<file path="src/rtl/lfsr_prbs.sv">
// rtl/lfsr_prbs.sv - Fibonacci PRBS generator plus self-synchronising checker with lock FSM
// Optional error injection on gen_out is compiled in with LFSR_PRBS_ERR_INJ_EN.
module lfsr_prbs #(
    parameter int          WIDTH      = 16,
    parameter logic [31:0] TAPS       = 32'h0000_D008,
    parameter logic [31:0] SEED       = 32'h0000_0001,
    parameter int          LOCK_CNT   = 8,
    parameter int          UNLOCK_CNT = 4,
    parameter int          CNT_W      = 16
) (
    input  logic             clk,
    input  logic             reset,
    input  logic             gen_en,
    input  logic             seed_load,
    input  logic [WIDTH-1:0] seed,
    input  logic             err_inj,
    output logic             gen_out,
    output logic [WIDTH-1:0] gen_state,
    input  logic             chk_en,
    input  logic             chk_in,
    input  logic             err_clr,
    output logic             chk_locked,
    output logic             chk_err,
    output logic [CNT_W-1:0] err_count
);

    localparam logic [WIDTH-1:0] TAP_MASK    = TAPS[WIDTH-1:0];
    localparam logic [WIDTH-1:0] ONE         = WIDTH'(1);
    localparam logic [WIDTH-1:0] SEED_INIT   = (SEED[WIDTH-1:0] == '0) ? ONE : SEED[WIDTH-1:0];
    localparam logic [5:0]       FILL_LAST   = 6'(WIDTH - 1);
    localparam logic [15:0]      LOCK_LAST   = 16'(LOCK_CNT - 1);
    localparam logic [15:0]      UNLOCK_LAST = 16'(UNLOCK_CNT - 1);

    typedef enum logic [1:0] {
        HUNT,
        SYNC,
        LOCKED
    } chk_state_t;

    logic fb;
    logic inj;

    assign fb = ^(gen_state & TAP_MASK);

`ifdef LFSR_PRBS_ERR_INJ_EN
    assign inj = err_inj;
`else
    logic unused_err_inj;
    assign unused_err_inj = err_inj;
    assign inj = 1'b0;
`endif

    // Injection corrupts only the emitted bit; the state keeps the true feedback.
    always_ff @(posedge clk) begin
        if (reset) begin
            gen_state <= SEED_INIT;
            gen_out   <= 1'b0;
        end else if (seed_load) begin
            gen_state <= (seed == '0) ? ONE : seed;
        end else if (gen_en) begin
            gen_state <= {gen_state[WIDTH-2:0], fb};
            gen_out   <= fb ^ inj;
        end
    end

    logic [WIDTH-1:0] chk_r;
    logic             pred;
    logic             match;
    chk_state_t       state, state_nxt;
    logic [5:0]       fill, fill_nxt;
    logic [15:0]      hits, hits_nxt;
    logic [15:0]      miss, miss_nxt;
    logic             err_hit;

    assign pred       = ^(chk_r & TAP_MASK);
    assign match      = (chk_in == pred) && (chk_r != '0);
    assign chk_locked = (state == LOCKED);

    always_comb begin
        state_nxt = state;
        fill_nxt  = fill;
        hits_nxt  = hits;
        miss_nxt  = miss;
        err_hit   = 1'b0;
        if (chk_en) begin
            case (state)
                HUNT: begin
                    if (fill == FILL_LAST) begin
                        state_nxt = SYNC;
                        fill_nxt  = '0;
                        hits_nxt  = '0;
                    end else begin
                        fill_nxt = fill + 6'd1;
                    end
                end
                SYNC: begin
                    if (match) begin
                        hits_nxt = hits + 16'd1;
                        if (hits == LOCK_LAST) begin
                            state_nxt = LOCKED;
                            miss_nxt  = '0;
                        end
                    end else begin
                        hits_nxt = '0;
                    end
                end
                LOCKED: begin
                    if (match) begin
                        miss_nxt = '0;
                    end else begin
                        err_hit = 1'b1;
                        if (miss == UNLOCK_LAST) begin
                            state_nxt = HUNT;
                            fill_nxt  = '0;
                            miss_nxt  = '0;
                        end else begin
                            miss_nxt = miss + 16'd1;
                        end
                    end
                end
                default: state_nxt = HUNT;
            endcase
        end
    end

    always_ff @(posedge clk) begin
        if (reset) begin
            state <= HUNT;
            chk_r <= '0;
            fill  <= '0;
            hits  <= '0;
            miss  <= '0;
        end else begin
            state <= state_nxt;
            fill  <= fill_nxt;
            hits  <= hits_nxt;
            miss  <= miss_nxt;
            if (chk_en) begin
                chk_r <= {chk_r[WIDTH-2:0], chk_in};
            end
        end
    end

    // A clear that lands on a counted error leaves that error in the count.
    always_ff @(posedge clk) begin
        if (reset) begin
            chk_err   <= 1'b0;
            err_count <= '0;
        end else begin
            chk_err <= err_hit;
            if (err_clr) begin
                err_count <= err_hit ? CNT_W'(1) : '0;
            end else if (err_hit && (err_count != '1)) begin
                err_count <= err_count + CNT_W'(1);
            end
        end
    end

endmodule
</file>
<file path="config.mk">
export PLATFORM = sky130hd
export DESIGN_NAME = lfsr_prbs
export DESIGN_NICKNAME = d
export VERILOG_FILES = /design/src/rtl/lfsr_prbs.sv
export SDC_FILE = /design/constraint.sdc
export NUM_CORES = 1
export LEC_CHECK = 0
export CORE_MARGIN = 2
export CORE_UTILIZATION = 29
export CTS_CLUSTER_SIZE = 28
export DETAILED_ROUTE_END_ITERATION = 6
export GPL_TIMING_DRIVEN = 0
export PLACE_DENSITY = 0.46
export SYNTH_ARGS = -nofsm -noshare
export SYNTH_HDL_FRONTEND = slang
export SYNTH_SLANG_ARGS = --single-unit
</file>
<file path="constraint.sdc">
create_clock -name clk -period 2.7 [get_ports clk]
set_clock_uncertainty 0.1 [all_clocks]
set_input_delay 0.405 -clock clk [delete_from_list [all_inputs] [get_ports clk]]
set_output_delay 0.405 -clock clk [all_outputs]
set_load 0.02 [all_outputs]
</file>
==> impl_metrics.prom <==
# TYPE chip_impl_metric gauge
chip_impl_metric{name="synthArstFlopShare",unit="%"} 0
chip_impl_metric{name="worst_ir_drop_vdd",unit="V"} 0.000282
chip_impl_metric{name="power_report.internal_total",unit="uW"} 2130
chip_impl_info{name="commonest_non_fill_non_tap_cell_in_the_layout",value="sky130_fd_sc_hd__dfxtp_1"} 1
chip_impl_metric{name="synth_enable_flop_cells",unit=""} 0
chip_impl_metric{name="p_comb_share",unit="%"} 8.8
chip_impl_metric{name="critical_path_required",unit="ns"} 2.88
chip_impl_metric{name="die_h",unit="um"} 130
chip_impl_metric{name="ys_seq_elements",unit=""} 90
chip_impl_metric{name="layout_worst_path_cycle_share",unit="%"} 92.9
chip_impl_info{name="setup.worst_path.end_class",value="register"} 1
chip_impl_info{name="worstReg2RegEnd",value="err_count[11]$_SDFFE_PP0P_"} 1
chip_impl_metric{name="yosys.area.top_type_share",unit="%"} 39.4
chip_impl_metric{name="power.leakage",unit="uW"} 0.00198
chip_impl_metric{name="ys_warn_count",unit=""} 0
chip_impl_metric{name="clock_latency",unit="ns"} 0.35
chip_impl_metric{name="fin_nets",unit=""} 630
chip_impl_metric{name="routedWlPerCell",unit="um"} 14.9
chip_impl_info{name="outcome",value="finished, final reports clean"} 1
chip_impl_metric{name="max_slew_margin",unit="%"} 48.6
chip_impl_info{name="clock_tree.root_cell",value="sky130_fd_sc_hd__clkbuf_16"} 1
chip_impl_metric{name="cp.arrival",unit="ns"} 2.69
chip_impl_metric{name="antenna_violating_nets_post_route",unit=""} 0
chip_impl_metric{name="die_area",unit="sq um"} 16800
chip_impl_metric{name="gp_congestion",unit=""} 0.789
chip_impl_metric{name="dp.final_hpwl",unit="um"} 8730
chip_impl_metric{name="core_region_area",unit="sq um"} 15300
chip_impl_metric{name="placement.setup.worst_slack",unit="ns"} -0.173
chip_impl_metric{name="via_per_inst",unit=""} 5.10
chip_impl_metric{name="cp_max_fo",unit=""} 10
chip_impl_metric{name="clock_sink_count",unit=""} 90
chip_impl_metric{name="cts.htree.levels",unit=""} 3
chip_impl_metric{name="synth-seq-area-share",unit="%"} 39.4
chip_impl_metric{name="max-cap-violations",unit=""} 0
chip_impl_metric{name="numCtsBuffers",unit=""} 9
chip_impl_metric{name="grt_pass1_vias",unit=""} 4061
chip_impl_metric{name="placement.io_buffers",unit=""} 55
chip_impl_info{name="synth_area_leader_cell",value="sky130_fd_sc_hd__dfxtp_1"} 1
chip_impl_metric{name="die_width",unit="um"} 130
chip_impl_metric{name="detailed_route_via_count",unit=""} 4159
chip_impl_metric{name="initial_utilization",unit="%"} 29.9
chip_impl_info{name="hold_path.class",value="input pin to register"} 1
chip_impl_metric{name="hold_viol_final",unit=""} 0
chip_impl_metric{name="final_instance_count_without_filler_cells",unit=""} 816
chip_impl_info{name="worst_r2r_startpoint",value="chk_r[14]$_SDFFE_PP0P_"} 1
chip_impl_metric{name="top_level_ports",unit=""} 59
chip_impl_metric{name="syn_nets",unit=""} 563
chip_impl_metric{name="drive_gt1_share",unit="%"} 6.45
chip_impl_metric{name="layout_setup_ws",unit="ns"} 0.192
chip_impl_metric{name="max_slew.worst_pin.slew",unit="ns"} 0.771
chip_impl_metric{name="reg2reg_slack",unit="ns"} 0.19
chip_impl_metric{name="drtPass1Iterations",unit=""} 5
chip_impl_metric{name="grt_antenna_before_repair",unit=""} 0
chip_impl_metric{name="syn_inst",unit=""} 534
chip_impl_metric{name="setup-violations-final",unit=""} 0
chip_impl_info{name="cts_tree",value="built"} 1
chip_impl_info{name="critPathLaunchType",value="register"} 1
chip_impl_info{name="hold_path_end",value="gen_state[1]$_SDFFE_PP0P_"} 1
chip_impl_metric{name="drtIter0Drc",unit=""} 303
chip_impl_info{name="netlist_top_cells_area",value="sky130_fd_sc_hd__dfxtp_1 39%, sky130_fd_sc_hd__mux2i_1 9.4%, sky130_fd_sc_hd__nor2_1 6.0%, sky130_fd_sc_hd__a21oi_1 4.2%, sky130_fd_sc_hd__nand2_1 3.2%"} 1
chip_impl_metric{name="final_layout_fill_cell_count",unit=""} 1626
chip_impl_info{name="crit_type",value="register to register"} 1
chip_impl_metric{name="dp_cells",unit=""} 800
chip_impl_metric{name="grt_first_pass_wirelength",unit="um"} 20400
chip_impl_metric{name="p_seq_share",unit="%"} 48.6
chip_impl_metric{name="power_density_over_the_cells",unit="nW/um^2"} 494
chip_impl_metric{name="timing.fmax",unit="GHz"} 0.399
chip_impl_metric{name="overall_global_routing_resource_usage",unit="%"} 15.2
chip_impl_metric{name="grt_start_max_net_pins",unit=""} 14
chip_impl_metric{name="switching_share",unit="%"} 24.3
chip_impl_metric{name="path_clk_slew",unit="ns"} 0.07
chip_impl_info{name="min_from",value="seed_load"} 1
chip_impl_metric{name="synthesis.area_per_instance",unit="sq um"} 8.57
chip_impl_metric{name="globalRouteOverflowTotal",unit=""} 0
chip_impl_info{name="final_cell_mix",value="90 x sky130_fd_sc_hd__dfxtp_1, 73 x sky130_fd_sc_hd__nor2_1, 55 x sky130_fd_sc_hd__clkdlybuf4s50_1"} 1
chip_impl_metric{name="timing.final.crit_period",unit="ns"} 2.51
chip_impl_metric{name="total_switching_power",unit="uW"} 683
chip_impl_metric{name="rows",unit=""} 45
chip_impl_metric{name="post-layout-total-power",unit="uW"} 2810
chip_impl_metric{name="remaining_routing_drc_violations",unit=""} 0
chip_impl_metric{name="holdPathStages",unit=""} 4
chip_impl_metric{name="slew_viol_final",unit=""} 0
chip_impl_metric{name="clock_power_share",unit="%"} 42.5
chip_impl_metric{name="area.growth.synth_to_final",unit="%"} 24.3
chip_impl_metric{name="max-clock-path-buffers",unit=""} 2
chip_impl_info{name="ys.flop_type",value="sky130_fd_sc_hd__dfxtp_1"} 1
chip_impl_info{name="grt_setup_unrepaired",value="no"} 1
chip_impl_metric{name="post_route_setup_tns",unit="ns"} 0
chip_impl_metric{name="ys_types",unit=""} 58
chip_impl_metric{name="antenna_cells_inserted",unit=""} 0
chip_impl_metric{name="detail_route.wirelength",unit="um"} 12100
chip_impl_metric{name="post_synth_instance_area",unit="sq um"} 4580
chip_impl_metric{name="reg2reg_depth",unit=""} 9
==> flip-flops by register name, summed over array words and instances (netlist names) <==
name and cells:
chk_err 1, chk_r 16, err_count 16, fill 6
gen_out 1, gen_state 16, hits 16, miss 16
state 2
==> logic make-up (layout without fill, tap and decap cells) <==
family          after synthesis  after routing  share of synthesized area (%)
mux                          43             43                           9.40
buf+inv                      41            112                           3.96
flops                        90             90                           39.4
simple gates                239            239                           27.3
xor+xnor                     20             20                           4.32
fa+ha+maj                     5              5                           1.37
compound gates               96             96                           14.2
==> metrics by stage <==
stage,hold WS (ns),utilization (%),area [sq um]
2_1_floorplan,0.350,-,4580
3_3_place_gp,0.372,35.2,5390
3_5_place_dp,0.383,35.2,5390
4_1_cts,0.362,37.0,5670
5_1_grt,0.388,37.1,5690
6_report,0.378,37.1,5690
==> cell type report <==
cell class	count	area [sq um]	share of cell area, %
buffer	28	134	2.35
tap	211	264	4.64
sequential	90	1800	31.7
clock inverter	2	12.5	0.220
multi-input combinational	403	2610	45.8
clock buffer	13	260	4.58
timing repair buffer	57	566	9.94
inverter	12	45.0	0.792
==> cells in the mapped netlist (all sizes together) (6+ instances only) <==
| cell | n |
|---|---|
| a211o | 6 |
| a21oi | 38 |
| and3 | 12 |
| and4 | 8 |
| buf | 11 |
| clkbuf | 18 |
| dfxtp | 90 |
| inv | 12 |
| mux2i | 43 |
| nand2 | 39 |
| nand3 | 19 |
| nand4 | 11 |
| nor2 | 73 |
| nor3 | 11 |
| nor4 | 24 |
| nor4b | 6 |
| o21ai | 17 |
| o31ai | 7 |
| or3 | 14 |
| or4 | 8 |
| xnor2 | 15 |
==> what timing repair did <==
item,CTS,global route
hold buffers,0,0
gates resized for setup,1,2
pin swaps,0,1
buffers inserted,0,2
endpoints found under the setup margin,10,11
cloned,0,0
==> per-layer routing <==
metal	up-vias	wire (um)	track usage, %	share of wire [%]
met5	-	0	0	0
met4	0	155	5.50	1.3
met3	12	499	3.47	4.1
met2	88	5720	24.3	47
met1	1958	5740	20.1	47
li1	2101	-	-	-
==> worst max path at each step <==
stage          depth (start not counted)  slack, ns                   start                         end
5_1_grt                                5       0.03                   reset   gen_state[3]$_SDFFE_PP0P_
4_1_cts                                8       0.05    miss[0]$_SDFFE_PP0P_        miss[8]$_SDFFE_PP0P_
3_5_place_dp                           5      -0.17                   reset   gen_state[3]$_SDFFE_PP0P_
2_1_floorplan                          9       0.45  chk_r[14]$_SDFFE_PP0P_        miss[6]$_SDFFE_PP0P_
6_report                               9       0.19  chk_r[14]$_SDFFE_PP0P_  err_count[11]$_SDFFE_PP0P_
3_3_place_gp                           7      -0.19                  chk_in        miss[0]$_SDFFE_PP0P_
==> critical path, cell delays in order (launching register included) <==
cell and delay [ns]:
sky130_fd_sc_hd__dfxtp_1 0.35, sky130_fd_sc_hd__inv_1 0.05, sky130_fd_sc_hd__ha_1 0.32, sky130_fd_sc_hd__xor2_2 0.29, sky130_fd_sc_hd__xor2_1 0.33, sky130_fd_sc_hd__o21ai_2 0.16, sky130_fd_sc_hd__buf_6 0.17, sky130_fd_sc_hd__buf_2 0.19
sky130_fd_sc_hd__nor3_1 0.27, sky130_fd_sc_hd__mux2i_1 0.20
==> power by group through the flow <==
stage | sequential, uW | clock, uW | combinational, uW
6_report | 1370 | 1200 | 248
5_1_grt | 1370 | 1300 | 272
4_1_cts | 1370 | 1240 | 245
3_5_place_dp | 1400 | 0 | 244
3_3_place_gp | 1400 | 0 | 243
2_1_floorplan | 1410 | 0 | 120
Note: power is estimated with default switching activity, not from simulation.
